<file path="src/rtl/am2910_seq_datapath.sv">
// Am2910-style sequencer datapath: uPC, register/counter R, LIFO return stack
// and the combinational next-address (Y) multiplexer.
module am2910_seq_datapath #(
  parameter int unsigned ADDR_W = 12,
  parameter int unsigned DEPTH  = 5
) (
  input  logic              clk,
  input  logic              rst,
  input  logic [1:0]        stack_op,
  input  logic [1:0]        rc_op,
  input  logic [1:0]        y_mux_sel,
  input  logic              y_zero,
  input  logic              ci,
  input  logic [ADDR_W-1:0] d,
  output logic [ADDR_W-1:0] y,
  output logic [ADDR_W-1:0] upc,
  output logic [ADDR_W-1:0] tos,
  output logic [3:0]        sp,
  output logic              rc_is_zero,
  output logic              full_n
);

  localparam logic [3:0] DepthSp = 4'(DEPTH);

  typedef enum logic [1:0] {StkHold = 2'b00, StkPush = 2'b01, StkPop = 2'b10, StkClr = 2'b11} stk_op_e;
  typedef enum logic [1:0] {RcHold = 2'b00, RcLoad = 2'b01, RcDec = 2'b10, RcRsvd = 2'b11} rc_op_e;

  logic [ADDR_W-1:0] upc_q, upc_d;
  logic [ADDR_W-1:0] r_q, r_d;
  logic [3:0]        sp_q, sp_d;
  logic [ADDR_W-1:0] stk_q [DEPTH];
  logic              stk_we;
  logic [3:0]        stk_widx;

  // Top of stack: entry sp-1, or zero when the stack is empty.
  always_comb begin
    tos = '0;
    for (int i = 0; i < int'(DEPTH); i++) begin
      if (sp_q == 4'(i + 1)) tos = stk_q[i];
    end
  end

  // Next-address multiplexer; y_zero overrides the select.
  always_comb begin
    y = '0;
    if (!y_zero) begin
      unique case (y_mux_sel)
        2'b00:   y = upc_q;
        2'b01:   y = d;
        2'b10:   y = r_q;
        default: y = tos;
      endcase
    end
  end

  // uPC incrementer: next uPC is Y plus carry-in, wrapping at ADDR_W bits.
  always_comb begin
    upc_d = y + {{(ADDR_W - 1){1'b0}}, ci};
  end

  // Register/counter next state; the reserved code behaves as HOLD.
  always_comb begin
    r_d = r_q;
    unique case (rc_op_e'(rc_op))
      RcLoad:  r_d = d;
      RcDec:   r_d = r_q - {{(ADDR_W - 1){1'b0}}, 1'b1};
      default: r_d = r_q;
    endcase
  end

  // Stack pointer and write-port control. A push on a full stack overwrites
  // the top entry; a pop on an empty stack is ignored.
  always_comb begin
    sp_d     = sp_q;
    stk_we   = 1'b0;
    stk_widx = sp_q;
    unique case (stack_op_e_cast(stack_op))
      StkPush: begin
        stk_we = 1'b1;
        if (sp_q == DepthSp) begin
          stk_widx = DepthSp - 4'd1;
        end else begin
          sp_d = sp_q + 4'd1;
        end
      end
      StkPop: begin
        if (sp_q != 4'd0) sp_d = sp_q - 4'd1;
      end
      StkClr:  sp_d = 4'd0;
      default: sp_d = sp_q;
    endcase
  end

  function automatic stk_op_e stack_op_e_cast(input logic [1:0] op);
    return stk_op_e'(op);
  endfunction

  // Architectural state; reset wins over every op issued in the same cycle.
  always_ff @(posedge clk) begin
    if (rst) begin
      upc_q <= '0;
      r_q   <= '0;
      sp_q  <= 4'd0;
      for (int i = 0; i < int'(DEPTH); i++) stk_q[i] <= '0;
    end else begin
      upc_q <= upc_d;
      r_q   <= r_d;
      sp_q  <= sp_d;
      for (int i = 0; i < int'(DEPTH); i++) begin
        if (stk_we && (stk_widx == 4'(i))) stk_q[i] <= upc_q;
      end
    end
  end

  assign upc        = upc_q;
  assign sp         = sp_q;
  assign rc_is_zero = (r_q == '0);
  assign full_n     = (sp_q != DepthSp);

endmodule

</file>
<file path="config.mk">
export PLATFORM = sky130hd
export DESIGN_NAME = am2910_seq_datapath
export DESIGN_NICKNAME = d
export VERILOG_FILES = /design/src/rtl/am2910_seq_datapath.sv
export SDC_FILE = /design/constraint.sdc
export NUM_CORES = 1
export LEC_CHECK = 0
export BUFFER_PORTS_ARGS = -buffer_cell sky130_fd_sc_hd__clkbuf_2
export CAP_MARGIN = 30
export CORE_ASPECT_RATIO = 1.25
export CORE_MARGIN = 1.5
export CORE_UTILIZATION = 36
export DETAILED_ROUTE_END_ITERATION = 16
export SLEW_MARGIN = 20
export SYNTH_ARGS = -nofsm -noshare
export SYNTH_HDL_FRONTEND = slang
export SYNTH_SLANG_ARGS = --single-unit
</file>
<file path="constraint.sdc">
create_clock -name clk -period 3.4 [get_ports clk]
set_input_delay 0.51 -clock clk [delete_from_list [all_inputs] [get_ports clk]]
set_output_delay 0.51 -clock clk [all_outputs]
set_load 0.02 [all_outputs]
</file>
# Word-level counts from Yosys, hierarchy flattened
# Memory sizes are Yosys's and may differ from the RTL's.
# Cells that the tools add are included.
dict set report op_classes {
  n_addsub 4
  n_mul 0
  div 0
  n_lt_le_gt_ge 0
  n_eq_ne 19
  shifts 0
  muxes 36
  bitwise 5
  reduce_logical 12
}
# cell n
set ops {}
lappend ops {{$mux 12} 11}
lappend ops {{$pmux 12 s3} 1}
lappend ops {{$pmux 12 s2} 1}
lappend ops {{$mux 1} 18}
lappend ops {{$eq 4x2->1 const B} 4}
lappend ops {{$mux 4} 4}
lappend ops {{$add 12x1->12} 1}
lappend ops {{$eq 4x3->1 const B} 3}
lappend ops {{$logic_not 12->1} 1}
lappend ops {{$pmux 4 s3} 1}
lappend ops {{$sub 12x1->12 const B} 1}
lappend ops {{$eq 2x2->1 const B} 4}
lappend ops {{$eq 4x1->1 const B} 2}
lappend ops {{$eq 2x1->1 const B} 3}
lappend ops {{$logic_and 1x1->1} 5}
lappend ops {{$or 1x1->1} 5}
lappend ops {{$add 4x1->4 const B} 1}
lappend ops {{$logic_not 4->1} 1}
lappend ops {{$ne 2x2->1 const B} 2}
lappend ops {{$ne 4x3->1 const B} 1}
lappend ops {{$reduce_bool 4->1} 1}
lappend ops {{$sub 4x1->4 const B} 1}
lappend ops {{$reduce_and 3->1} 1}
lappend ops {{$reduce_bool 3->1} 1}
lappend ops {{2 further kinds} 2}
dict set report totals {
  regBits 28
  latchBits 0
  ram_bits 60
  romBits 0
  input_bits 22
  output_inout_bits 42
  mem_count 1
}
# memory depth word_bits read_ports rd_ports_with_merged_regs write_ports line
set memory_table {}
lappend memory_table {stk_q 5 12 5 0 5 31} ;# logic [ADDR_W-1:0] stk_q [DEPTH];

# Logic depth before layout (Yosys ltp)
dict set report logic_depth {
  ltp_word 9
  depth_mapped 16
}

# Least setup slack after synthesis
# OpenSTA, ideal clock, no wires.
dict set report synth_timing {
  path_kind {reg-to-reg}
  from {register sp_q[0] (netlist: sp[0])}
  to {register upc_q[8] (netlist: upc[8])}
  setup_time_ns 0.123
  t_arrival_ns 4.035
  t_required_ns 3.277
  path_slack_ns -0.759
  stages_incl_launch_ff 17
  path_buffers 2
  period_less_slack_ns 4.159
  cell_sequence {dfxtp_1 -> clkbuf_1 -> inv_1 -> ha_1 -> buf_2 -> nor2b_1 -> a22oi_1 -> o32a_1 -> a21oi_1 -> mux4_2 -> and2_1 -> ha_1 -> ha_1 -> nand2_1 -> nor4b_2 -> nand3_1 -> mux2_1}
}
dict set report synth_between {
  elab_chain_cells 9
  elab_cells_between_ends 13
  classes_between {1 x add/sub; 5 x eq/ne; 7 x mux}
}
# element line
set synth_lines {}
lappend synth_lines {{start, declared} 30} ;# logic [3:0] sp_q, sp_d;
lappend synth_lines {{start signal, assigned} 108} ;# sp_q <= sp_d;
lappend synth_lines {{$eq 4x1->1} 39} ;# if (sp_q == 4'(i + 1)) tos = stk_q[i];
lappend synth_lines {{$mux 12 (4 in series)} 39}
lappend synth_lines {{$mux 12 *} 39}
lappend synth_lines {{net tos[0]} 17} ;# output logic [ADDR_W-1:0] tos,
lappend synth_lines {{$pmux 12 s3 *} 47} ;# unique case (y_mux_sel)
lappend synth_lines {{$mux 12 *} 46} ;# if (!y_zero) begin
lappend synth_lines {{net y[0]} 15} ;# output logic [ADDR_W-1:0] y,
lappend synth_lines {{$add 12x1->12 *} 58} ;# upc_d = y + {{(ADDR_W - 1){1'b0}}, ci};
lappend synth_lines {{end signal, assigned} 106} ;# upc_q <= upc_d;
lappend synth_lines {{end, declared} 28} ;# logic [ADDR_W-1:0] upc_q, upc_d;
# The timed path passes the listed nets; every way through them passes the cells marked *.
# A chain may end at the register's enable or synchronous reset.

# Worst setup path in the final report
dict set report layout_timing {
  from {register sp_q[0] (netlist: sp[0])}
  to {output y[10]}
}
dict set report layout_between {
  elab_chain_cells 8
  elab_cells_between_ends 12
  classes_between {5 x eq/ne; 7 x mux}
}
# element line
set layout_lines {}
lappend layout_lines {{$eq 4x1->1} 39}
lappend layout_lines {{$mux 12 (4 in series)} 39}
lappend layout_lines {{$mux 12 *} 39}
lappend layout_lines {{$pmux 12 s3 *} 47}
lappend layout_lines {{$mux 12 *} 46}
lappend layout_lines {{end, declared} 15}
# Every way passes the cells marked *; elsewhere a longest branch is shown, timed or not.

==> flow_metrics.py <==
metrics = {
    "clocking": {
        "clk_latency_ps": 350,
        "cts_tree": "yes",
        "path_clk_slew_ps": 70,
        "h-tree-depth": 3,
        "tritoncts.num_buffers": 9,
        "clock-sinks": 88,
        "clock_path_buffers": 2,
        "cts_root_buf": "clkbuf_16",
        "ctsHoldBuffers": 0,
    },
    "place": {
        "portBuffers": 63,
        "gp_congestion": 0.835,
        "dpl.hpwl_um": 9900,
    },
    "power": {
        "p_sw_mw": 0.918,
        "ir_worst_vdd_mv": 0.230,
        "p_clk_share_pct": 31.9,
        "p_comb_share_pct": 24.1,
        "internal_power_mw": 1.96,
        "finalPower_mw": 2.88,
        "power.leakage_nw": 2.25,
        "pwr-share-seq_pct": 44.0,
        "p_sw_share_pct": 31.8,
        "powerDensity_nw_per_um2": 512,
    },
    "cells_and_area": {
        "area_growth_pct": 19.1,
        "n_fill_cell": 1276,
        "nets": 569,
        "drive_above_1_share_pct": 24.8,
        "diodes": 0,
    },
    "route": {
        "met1_length_um": 5340,
        "antenna_left": 0,
        "drc": 0,
        "wl_um": 13400,
        "top_layer": "met4",
        "drt-pass1-iter-count": 5,
        "drt-initial-drc-count": 233,
        "routedWlPerCell_um": 18.9,
        "vias": 3897,
        "viasPerCell": 5.50,
        "wl_met2_um": 7030,
        "route.met3.wl_um": 645,
    },
    "timing": {
        "period_share_pct": 95.7,
        "finalCriticalPeriod_ps": 3260,
        "finalSetupTns_ps": 0,
        "rsz0062_at_grt": "no",
        "fmax_ghz": 0.307,
        "slew_headroom_pct": 50.1,
        "worst_pin_slew_ps": 749,
        "drv_slew": 0,
        "setup_viol": 0,
        "hold_viol": 0,
        "clock_skew_ps": 8.33,
    },
    "floorplanning": {
        "fp.dieH_um": 131,
        "num_io_pins": 64,
        "die-area_um2": 13800,
        "row_count": 46,
        "die_w_um": 105,
        "core_area_um2": 12800,
        "initial_core_util_pct": 37.0,
    },
    "grt": {
        "antenna_found_initial": 0,
        "grt_pass1_wl_um": 21100,
        "grt_pass1_vias": 3813,
        "track_usage_pct": 20.0,
        "grt_max_degree": 30,
        "overflow": 0,
    },
    "yosys": {
        "synthTopCellsByCount": "60 x edfxtp_1, 58 x nor2_1, 37 x a21oi_1, 31 x nand2_1, 28 x dfxtp_1",
        "synth_cells": 475,
        "syn_nets": 508,
        "synth_cell_types": 67,
        "ys.flop_type": "edfxtp_1",
        "synth_seq_cells": 88,
        "ys_async_sr_fraction_pct": 0,
        "seq_area_frac_synth_pct": 50.0,
        "yosys.area.top_type": "edfxtp_1",
        "syn-mean-instance-area_um2": 9.95,
        "syn_area_um2": 4730,
        "synth_most_common_cell": "edfxtp_1",
        "synth_warnings": 0,
        "synth_edf_count": 60,
        "synth_area_leaders": "edfxtp_1 38%, dfxtp_1 12%, nor2_1 4.6%, a21oi_1 3.9%, ha_1 2.9%",
        "yosys.area.top_type_share_pct": 38.1,
    },
    "worst_setup_path": {
        "path_max_fanout": 13,
        "worst_setup_path_start_kind": "flop",
        "worst_setup_path_end_kind": "output pin",
        "critPathRequiredTime_ps": 2890,
        "worstSetupPathType": "reg2out",
        "reg2reg_setup_slack_ps": 160,
        "cp.arrival_ps": 2750,
        "reg2reg_depth": 13,
        "r2r_start": "sp[0]",
        "rr_endpoint": "upc[11]",
    },
    "flow_run": {
        "maxCapViolCount": 0,
    },
    "min_path": {
        "min_path_cells": 3,
        "min-delay-start": "d[0]",
        "hp-class": "in2reg",
        "hold_path_end": "r_q[0]",
    },
    "run_status": {
        "status": "completed",
    },
}
[cells in the final DEF (no fill, tap or decap), types with 8 or more instances in the layout]
master / netlist / layout
a21o_1: 10 / 10
and2_1: 16 / 15
inv_1: 20 / 19
nor2_1: 58 / 58
o21ai_0: 12 / 12
dfxtp_1: 28 / 26
o22ai_1: 8 / 8
buf_4: 0 / 21
a31oi_1: 9 / 8
clkbuf_2: 0 / 63
clkbuf_16: 0 / 9
nor2b_1: 11 / 10
nand2_1: 31 / 30
a21oi_1: 37 / 36
edfxtp_1: 60 / 60
mux2_2: 8 / 8
ha_1: 11 / 8
nor3_1: 11 / 9
[cell type report]
cell class	count	area [um^2]	share of cell area, %
Sequential cell	88	2370	42.0
Multi-Input combinational cell	331	2220	39.5
Timing Repair Buffer	84	473	8.40
Clock buffer	9	225	4.00
Tap cell	168	210	3.73
Inverter	22	82.6	1.47
Clock inverter	7	48.8	0.867
[layer usage]
| layer | global-route usage, % | vias up |
|---|---|---|
| li1 | - | 1885 |
| met4 | 8.93 | 0 |
| met1 | 23.6 | 1854 |
| met3 | 3.57 | 29 |
| met2 | 35.3 | 129 |
| met5 | 0 | - |
[state kept, by name (all words and copies together), names as in the netlist]
signal and flops:
stk_q 60, upc 12, r_q 12, sp 4
[cell families after synthesis]
family | synth area share [%]
AOI/OAI and AO/OA | 20.4
xor gates and xnor gates | 0.927
muxes | 3.04
buffers and inverters | 4.84
and+or+nand+nor | 17.9
adders and majority gates | 2.91
DFF | 50.0
[how the worst max path moves through the flow]
stage                from  endpoint  slack [ps]
floorplan           sp[0]    upc[8]          40
global placement    sp[0]   upc[11]         270
detailed placement  sp[0]   upc[11]         180
CTS                 sp[0]     y[11]          30
global route        sp[0]   upc[11]          20
finish              sp[0]     y[10]         140
[power groups by stage]
stage	clock network [mW]	registers [mW]	logic (mW)
after floorplan	0	1.28	0.457
after global placement	0	1.29	0.681
after detailed placement	0	1.29	0.689
after CTS	0.945	1.27	0.691
after global routing	0.977	1.27	0.760
final	0.921	1.27	0.695
[repair_timing]
action	4_1_cts	5_1_grt
endpoints found under the setup margin	0	5
gates resized for setup	0	4
hold endpoints to repair	0	0
setup buffers	0	1
[worst max-delay path, stage by stage, from the launching register on]
cell	delay (ps)
dfxtp_4	420
inv_2	80
ha_1	270
nor2b_4	130
buf_4	140
a221oi_1	80
o32a_1	380
o221a_1	230
or3_4	390
inv_1	100
clkbuf_2	170
[stage by stage]
stage | setup slack, ps | cells | util, % | area (um^2) | hold slack, ps
after floorplan | 37.6 | 475 | - | 4820 | 488
after global placement | 274 | 692 | 41.7 | 5330 | 509
after detailed placement | 175 | 692 | 41.7 | 5330 | 530
after CTS | 27.0 | 708 | 43.9 | 5600 | 439
after global routing | 22.8 | 709 | 44.1 | 5630 | 498
final | 145 | 709 | 44.1 | 5630 | 461
Note: power is estimated with default switching activity, not from simulation.
